### config.mk
export PLATFORM = sky130hd
export DESIGN_NAME = controlador_barrido_display_2d
export DESIGN_NICKNAME = d
export VERILOG_FILES = /design/src/rtl/controlador_barrido_display_2d_pkg.sv /design/src/rtl/controlador_barrido_display_2d_decodificador_hex_7seg.sv /design/src/rtl/controlador_barrido_display_2d.sv
export SDC_FILE = /design/constraint.sdc
export NUM_CORES = 1
export LEC_CHECK = 0
export ABC_AREA = 1
export CORE_MARGIN = 3
export CORE_UTILIZATION = 45
export CTS_CLUSTER_DIAMETER = 200
export DETAILED_ROUTE_END_ITERATION = 8
export PLACE_DENSITY = 0.76
export SETUP_SLACK_MARGIN = 0.15
export SYNTH_ARGS = -nofsm -noshare
export SYNTH_HDL_FRONTEND = slang
export SYNTH_SLANG_ARGS = --single-unit
export TNS_END_PERCENT = 20
### constraint.sdc
create_clock -name CLK -period 3.5 [get_ports CLK]
set_input_delay 0.7 -clock CLK [delete_from_list [all_inputs] [get_ports CLK]]
set_output_delay 0.7 -clock CLK [all_outputs]
set_load 0.01 [all_outputs]
### src/rtl/controlador_barrido_display_2d_pkg.sv
// Shared definitions for the two-digit display scan controller:
// state encodings, blank-segment constants and the hex-to-segment table.
package controlador_barrido_display_2d_pkg;

    typedef enum logic [2:0] {
        IDLE    = 3'd0,
        BLANK_A = 3'd1,
        SHOW_A  = 3'd2,
        BLANK_B = 3'd3,
        SHOW_B  = 3'd4
    } estado_t;

    localparam logic [6:0] SEG_OFF_ACT_HIGH = 7'h00;
    localparam logic [6:0] SEG_OFF_ACT_LOW  = 7'h7F;

    // Active-high {g,f,e,d,c,b,a}; entry 15 is leftmost, entry 0 rightmost.
    localparam logic [15:0][6:0] HEX_SEG_TABLE = {
        7'h71, 7'h79, 7'h5E, 7'h39, 7'h7C, 7'h77, 7'h6F, 7'h7F,
        7'h07, 7'h7D, 7'h6D, 7'h66, 7'h4F, 7'h5B, 7'h06, 7'h3F
    };

    function automatic logic [6:0] segOff(input logic actLow);
        return actLow ? SEG_OFF_ACT_LOW : SEG_OFF_ACT_HIGH;
    endfunction

endpackage

### src/rtl/controlador_barrido_display_2d_decodificador_hex_7seg.sv
// Combinational hex nibble to active-high 7-segment pattern {g,f,e,d,c,b,a}.
module decodificador_hex_7seg
    import controlador_barrido_display_2d_pkg::*;
(
    input  logic [3:0] nibble,
    output logic [6:0] segmentos
);

    // Plain table lookup; output polarity is the caller's business.
    always_comb begin
        segmentos = HEX_SEG_TABLE[nibble];
    end

endmodule

### src/rtl/controlador_barrido_display_2d.sv
// Scan controller for a two-digit 7-segment display fed through a quad
// 2-to-1 mux with active-high disable. Drives the mux select/disable,
// captures the mux output, decodes it and strobes the digits.
//
//   state   | meaning
//   --------+-----------------------------------------------------
//   IDLE    | scan stopped, mux disabled, display dark
//   BLANK_A | mux disabled, select on A, waiting BLANK_CYC cycles
//   SHOW_A  | mux enabled on A, digit A shown for DIV_MAX+1 cycles
//   BLANK_B | mux disabled, select on B, waiting BLANK_CYC cycles
//   SHOW_B  | mux enabled on B, digit B shown for DIV_MAX+1 cycles
module controlador_barrido_display_2d
    import controlador_barrido_display_2d_pkg::*;
#(
    parameter int DIV_W       = 16,
    parameter int DIV_MAX     = 49999,
    parameter int BLANK_CYC   = 4,
    parameter bit SEG_ACT_LOW = 1'b1
) (
    input  logic       CLK,
    input  logic       RST,
    input  logic       EN,
    input  logic [3:0] Y,
    output logic       S,
    output logic       E,
    output logic [6:0] SEG,
    output logic [1:0] AN,
    output logic [3:0] DIG_A,
    output logic [3:0] DIG_B
);

    localparam logic [DIV_W-1:0] DIV_ULTIMO   = DIV_W'(DIV_MAX);
    localparam logic [3:0]       BLANK_ULTIMO = 4'(BLANK_CYC - 1);
    localparam logic [6:0]       SEG_APAGADO  = segOff(SEG_ACT_LOW);

    estado_t          estado;
    logic [DIV_W-1:0] cntDiv;
    logic [3:0]       cntBlank;
    logic [6:0]       segDecod;
    logic [6:0]       segPol;

    decodificador_hex_7seg uDecod (
        .nibble    (Y),
        .segmentos (segDecod)
    );

    // Apply output polarity once, after the shared active-high decode.
    always_comb begin
        segPol = SEG_ACT_LOW ? ~segDecod : segDecod;
    end

    // Scan FSM: registered S/E follow the next state, AN/SEG/DIG follow the current one.
    always_ff @(posedge CLK) begin
        if (RST) begin
            estado   <= IDLE;
            S        <= 1'b0;
            E        <= 1'b1;
            AN       <= 2'b00;
            SEG      <= SEG_APAGADO;
            DIG_A    <= '0;
            DIG_B    <= '0;
            cntDiv   <= '0;
            cntBlank <= '0;
        end else begin
            // Y is only trusted while the mux was enabled, i.e. in a SHOW state.
            case (estado)
                SHOW_A: begin
                    AN    <= 2'b01;
                    SEG   <= segPol;
                    DIG_A <= Y;
                end
                SHOW_B: begin
                    AN    <= 2'b10;
                    SEG   <= segPol;
                    DIG_B <= Y;
                end
                default: begin
                    AN  <= 2'b00;
                    SEG <= SEG_APAGADO;
                end
            endcase

            if (!EN) begin
                estado <= IDLE;
                S      <= 1'b0;
                E      <= 1'b1;
            end else begin
                case (estado)
                    IDLE: begin
                        estado   <= BLANK_A;
                        S        <= 1'b0;
                        E        <= 1'b1;
                        cntBlank <= '0;
                    end
                    BLANK_A: begin
                        if (cntBlank == BLANK_ULTIMO) begin
                            estado <= SHOW_A;
                            E      <= 1'b0;
                            cntDiv <= '0;
                        end else begin
                            cntBlank <= cntBlank + 1'b1;
                        end
                    end
                    SHOW_A: begin
                        if (cntDiv == DIV_ULTIMO) begin
                            estado   <= BLANK_B;
                            S        <= 1'b1;
                            E        <= 1'b1;
                            cntBlank <= '0;
                        end else begin
                            cntDiv <= cntDiv + 1'b1;
                        end
                    end
                    BLANK_B: begin
                        if (cntBlank == BLANK_ULTIMO) begin
                            estado <= SHOW_B;
                            E      <= 1'b0;
                            cntDiv <= '0;
                        end else begin
                            cntBlank <= cntBlank + 1'b1;
                        end
                    end
                    SHOW_B: begin
                        if (cntDiv == DIV_ULTIMO) begin
                            estado   <= BLANK_A;
                            S        <= 1'b0;
                            E        <= 1'b1;
                            cntBlank <= '0;
                        end else begin
                            cntDiv <= cntDiv + 1'b1;
                        end
                    end
                    default: begin
                        estado <= IDLE;
                        S      <= 1'b0;
                        E      <= 1'b1;
                    end
                endcase
            end
        end
    end

endmodule

======== Yosys cells after proc, flatten, opt, wreduce, memory -nomap -nowiden ========
Memories as Yosys holds them, arrays and structs flattened.
Cells that the tools add are included.
storage, ports and cells
  register bits after elaboration ......... 42
  ROM bits ................................ 112
  input port bits ......................... 7
  memories kept ........................... 1
operators by class
  $add $sub $neg .......................... 2
  order comparisons ....................... 1
  equal/unequal tests ..................... 14
  muxes and demuxes ....................... 18
  bitwise operators ....................... 4
  reduce and logical (&&, ||, !) cells .... 12
memory list
  name              depth  bits a word  read ports  clocked after memory_dff  write ports  line                                                         RTL
  (name not given)  16     7            1           0                         0            controlador_barrido_display_2d_decodificador_hex_7seg.sv:11  segmentos = HEX_SEG_TABLE[nibble];
operator list
  kind                     count
  $mux W16                 2
  $pmux W16 S2             1
  $add A16 B1 Y16 const B  1
  $eq A16 B16 Y1 const B   1
  $pmux W3 S5              1
  $mux W3                  4
  $ne A2 B2 Y1 const B     6
  $pmux W4 S3              1
  $reduce_and A4 Y1        3
  $mux W4                  2
  $reduce_or A2 Y1         4
  $mux W7                  1
  $not A7 Y7               1
  $eq A3 B2 Y1 const B     2
  $lt A4 B5 Y1 const B     1
  $add A4 B1 Y4 const B    1
  $eq A4 B2 Y1 const B     1
  $ne A2 B1 Y1 const B     2
  $pmux W2 S2              1
  $eq A3 B1 Y1 const B     1
  $eq A3 B3 Y1 const B     1
  $logic_not A3 Y1         1
  $mux W1                  3
  $not A1 Y1               3
  other kinds (6)          6

======== Longest topological paths before layout ========
  depth in word-level cells ............... 4
  depth in mapped cells ................... 11

======== Modules after synthesis ========
A second synthesis with hierarchy kept.
unflattened totals
  cells, all modules ...................... 364
  area total of the unflattened synthesis .. 2466.1 µm²
modules (own cells, without submodules)
  module                          times used  cells each  area an instance (µm²)
  controlador_barrido_display_2d  1           312         2195.9
  decodificador_hex_7seg          1           52          270.3

======== Worst setup path after synthesis ========
No wires, ideal clock.
  path kind ............................... input port to flip-flop
  start point ............................. input port RST
  end point ............................... register cntDiv[11]
  setup time .............................. 121 ps
  arrival ................................. 1445 ps
  data required time ...................... 3379 ps
  path slack .............................. 1934 ps
  stages on the path ...................... 5
  buffers on the path ..................... 2
  cells stage by stage .................... clkbuf_1 > inv_1 > buf_1 > nand3_1 > o21ai_0
RTL lines
  item                  line                                   RTL
  from (decl)           controlador_barrido_display_2d.sv:21   input logic RST,
  to (signal assigned)  controlador_barrido_display_2d.sv:111  cntDiv <= cntDiv + 1'b1;
  to (signal assigned)  controlador_barrido_display_2d.sv:130  cntDiv <= cntDiv + 1'b1;
  to (decl)             controlador_barrido_display_2d.sv:37   logic [DIV_W-1:0] cntDiv;

==> results.cfg <==
[synth]
mappedNetlistNets = 345
syn-cell-area_sq_mm = 0.00226
ys_ff_latch = 42
yosysSeqAreaShare_pct = 37.2
yosysWarnings = 0
ys_types = 31
synth_top_area_cell = dfxtp_1
synth.area.top_cells = dfxtp_1, nand2_1, nand3_1
synth.avg_cell_area_sq_um = 6.85
synth_cells = 330
synth_top_area_share_pct = 37.2

[cells_and_area]
n_antenna_cell = 0
fin_area_sq_mm = 0.00263
syn2layout_area_growth_pct = 16.2
n_fill_cell = 473
nNetsFinal = 368
drive_gt1_share_pct = 6.21

[global_route]
grt_max_degree = 25
overflow = 0
grt_pass1_vias = 1955
grt_first_pass_wirelength_um = 8760
antenna_found_initial = 0
grt_use_total_pct = 17.7

[sta]
rsz0062_at_grt = no
slew_viol_final = 0
timing.fmax_mhz = 474
slew_headroom_pct = 55.7
fin_crit_sh_pct = 60.3
period_needed_ns = 2.11
final.setup.tns_ns = 0
hold_viol = 0
finalClockSkew_ns = 0.00640
worst_slew_pin_slew_ns = 0.664
finalSetupViolCount = 0

[place]
dpl-instance-area_sq_mm = 0.00253
hpwl_um = 3440
place.gp.congestion = 0.864
io_buffers = 25

[cts]
ctsHoldBuffers = 0
cts_buffer_depth = 2
clk_latency_ns = 0.29
cts_tree = yes
cts_root_buffer = clkbuf_8
clk_pin_slew_ns = 0.07
cts_inserted_buffers = 5
post-cts-setup-buffers = 0
cts_sinks = 42
cts-resized-gates = 0
htree_levels = 2

[worst_hold_path]
worstHoldStart = E
min_to = E
hold_path.class = reg -> reg
whs_path_depth = 2

[routing]
drt-pass1-iter-count = 4
vias = 2103
post_drt_wl_per_cell_um = 11.4
drt_wl_total_um = 4810
drcViolationCount = 0
vias_per_cell = 5.00
detail-route-antenna-nets = 0
first_iter_violations = 153

[critical_path]
r2r_slack_ns = 1.54
rr_endpoint = cntDiv[6]
worstPathArrival_ns = 2.32
crit_fanout = 24
reg2reg_depth = 10
path_class = in -> reg
critPathRequiredTime_ns = 3.71
end_kind = flop
startpoint_type = primary input
rr_startpoint = estado[1]

[die]
initial_core_util_pct = 47.2
die_area_sq_mm = 0.00591
rows = 25
die_h_um = 76.9
ios = 26
core_area_sq_mm = 0.00479
die_x_um = 76.9

[pwr]
p_leak_nw = 1.05
p_per_area_mw_per_mm2 = 342
ir_drop_mv = 0.300

[run_status]
outcome = completed

[flow_run]
drv_cap = 0
## power breakdown
group          switching (mW)  internal, mW  total [mW]  leakage, nW
combinational          0.0576        0.0343      0.0919        0.661
sequential            0.00578         0.487       0.492        0.340
clock                   0.155         0.159       0.314       0.0482
## sequential cells by signal (all words and copies together), names as in the netlist
name      flops
estado        3
DIG_A         4
cntDiv       16
SEG           7
S             1
AN            2
E             1
DIG_B         4
cntBlank      4
## worst max-delay path, stage by stage
cell	delay (ns)
clkdlybuf4s50_1	0.56
inv_1	0.57
nand3_1	0.27
o21ai_0	0.21
## Yosys cell counts (all sizes together)
| library cell | n |
|---|---|
| o21bai | 2 |
| o211ai | 3 |
| nand4 | 4 |
| o21ai | 24 |
| or2 | 1 |
| nor3 | 1 |
| nand3b | 1 |
| a31oi | 2 |
| xnor2 | 1 |
| a21oi | 22 |
| ha | 8 |
| inv | 36 |
| clkinv | 1 |
| nor3b | 1 |
| nand3 | 44 |
| nor2 | 42 |
| o221ai | 2 |
| clkbuf | 4 |
| dfxtp | 42 |
| buf | 5 |
| nand2 | 84 |
## worst max-delay path by stage
| stage | from | end | cells past startpoint |
|---|---|---|---|
| final | RST | cntDiv[10] | 4 |
| after global routing | RST | cntDiv[13] | 4 |
| after CTS | RST | cntDiv[10] | 4 |
| after detailed placement | RST | cntDiv[10] | 4 |
| after global placement | RST | cntDiv[10] | 4 |
| after floorplan | RST | cntDiv[11] | 5 |
## layout make-up
type / instances / area [sq um] / share of cell area, %
clock inverter: 1 / 5.00 / 0.191
multi-input combinational: 242 / 1220 / 46.5
sequential: 42 / 841 / 32.0
clock buffer: 7 / 86.3 / 3.29
inverter: 37 / 139 / 5.29
tap: 67 / 83.8 / 3.19
timing repair buffer: 25 / 250 / 9.53
## metrics by stage
stage | hold WS, ns | std cells | power [mW] | util [%] | worst slack [ns]
5_1_grt | 0.508 | 421 | 0.940 | 54.8 | 1.16
3_3_place_gp | 0.444 | 413 | 0.593 | 52.9 | 1.15
4_1_cts | 0.462 | 421 | 0.911 | 54.8 | 1.40
3_5_place_dp | 0.444 | 413 | 0.595 | 52.9 | 1.10
2_1_floorplan | 0.452 | 330 | 0.568 | - | 1.93
6_report | 0.460 | 421 | 0.898 | 54.8 | 1.39
## placed cells by master (no fill, tap or decap)
master            n
nand2_1          81
dfxtp_1          42
nand3_1          41
nor2_1           38
inv_1            35
clkdlybuf4s50_1  25
o21ai_0          24
a21oi_1          21
ha_1              8
clkbuf_8          6
nand4_1           4
o211ai_1          3
nand3_2           2
nor2_2            2
nor2_4            2
nand2_2           2
a31oi_1           2
o221ai_1          2
o21bai_1          2
clkinv_1          1
or2_2             1
nor3b_2           1
inv_2             1
nand3_4           1
nand2_4           1
nor3_2            1
a21oi_2           1
xnor2_1           1
nand3b_1          1
clkinv_2          1
clkbuf_1          1
## logic make-up after synthesis
family,synth area share (%)
AOI/OAI and AO/OA,13.3
xor gates and xnor gates,0.388
adders and majority gates,4.43
buffers and inverters,8.80
DFF,37.2
and+or+nand+nor,35.8
## metal layers
| layer | share of wire, % | global-route usage, % | up-vias |
|---|---|---|---|
| li1 | - | - | 1119 |
| met1 | 52 | 23.4 | 934 |
| met2 | 42 | 28.6 | 45 |
| met3 | 4.5 | 3.17 | 5 |
| met4 | 1.1 | 6.70 | 0 |
| met5 | 0 | 0 | - |
Note: power is estimated with default switching activity, not from simulation.
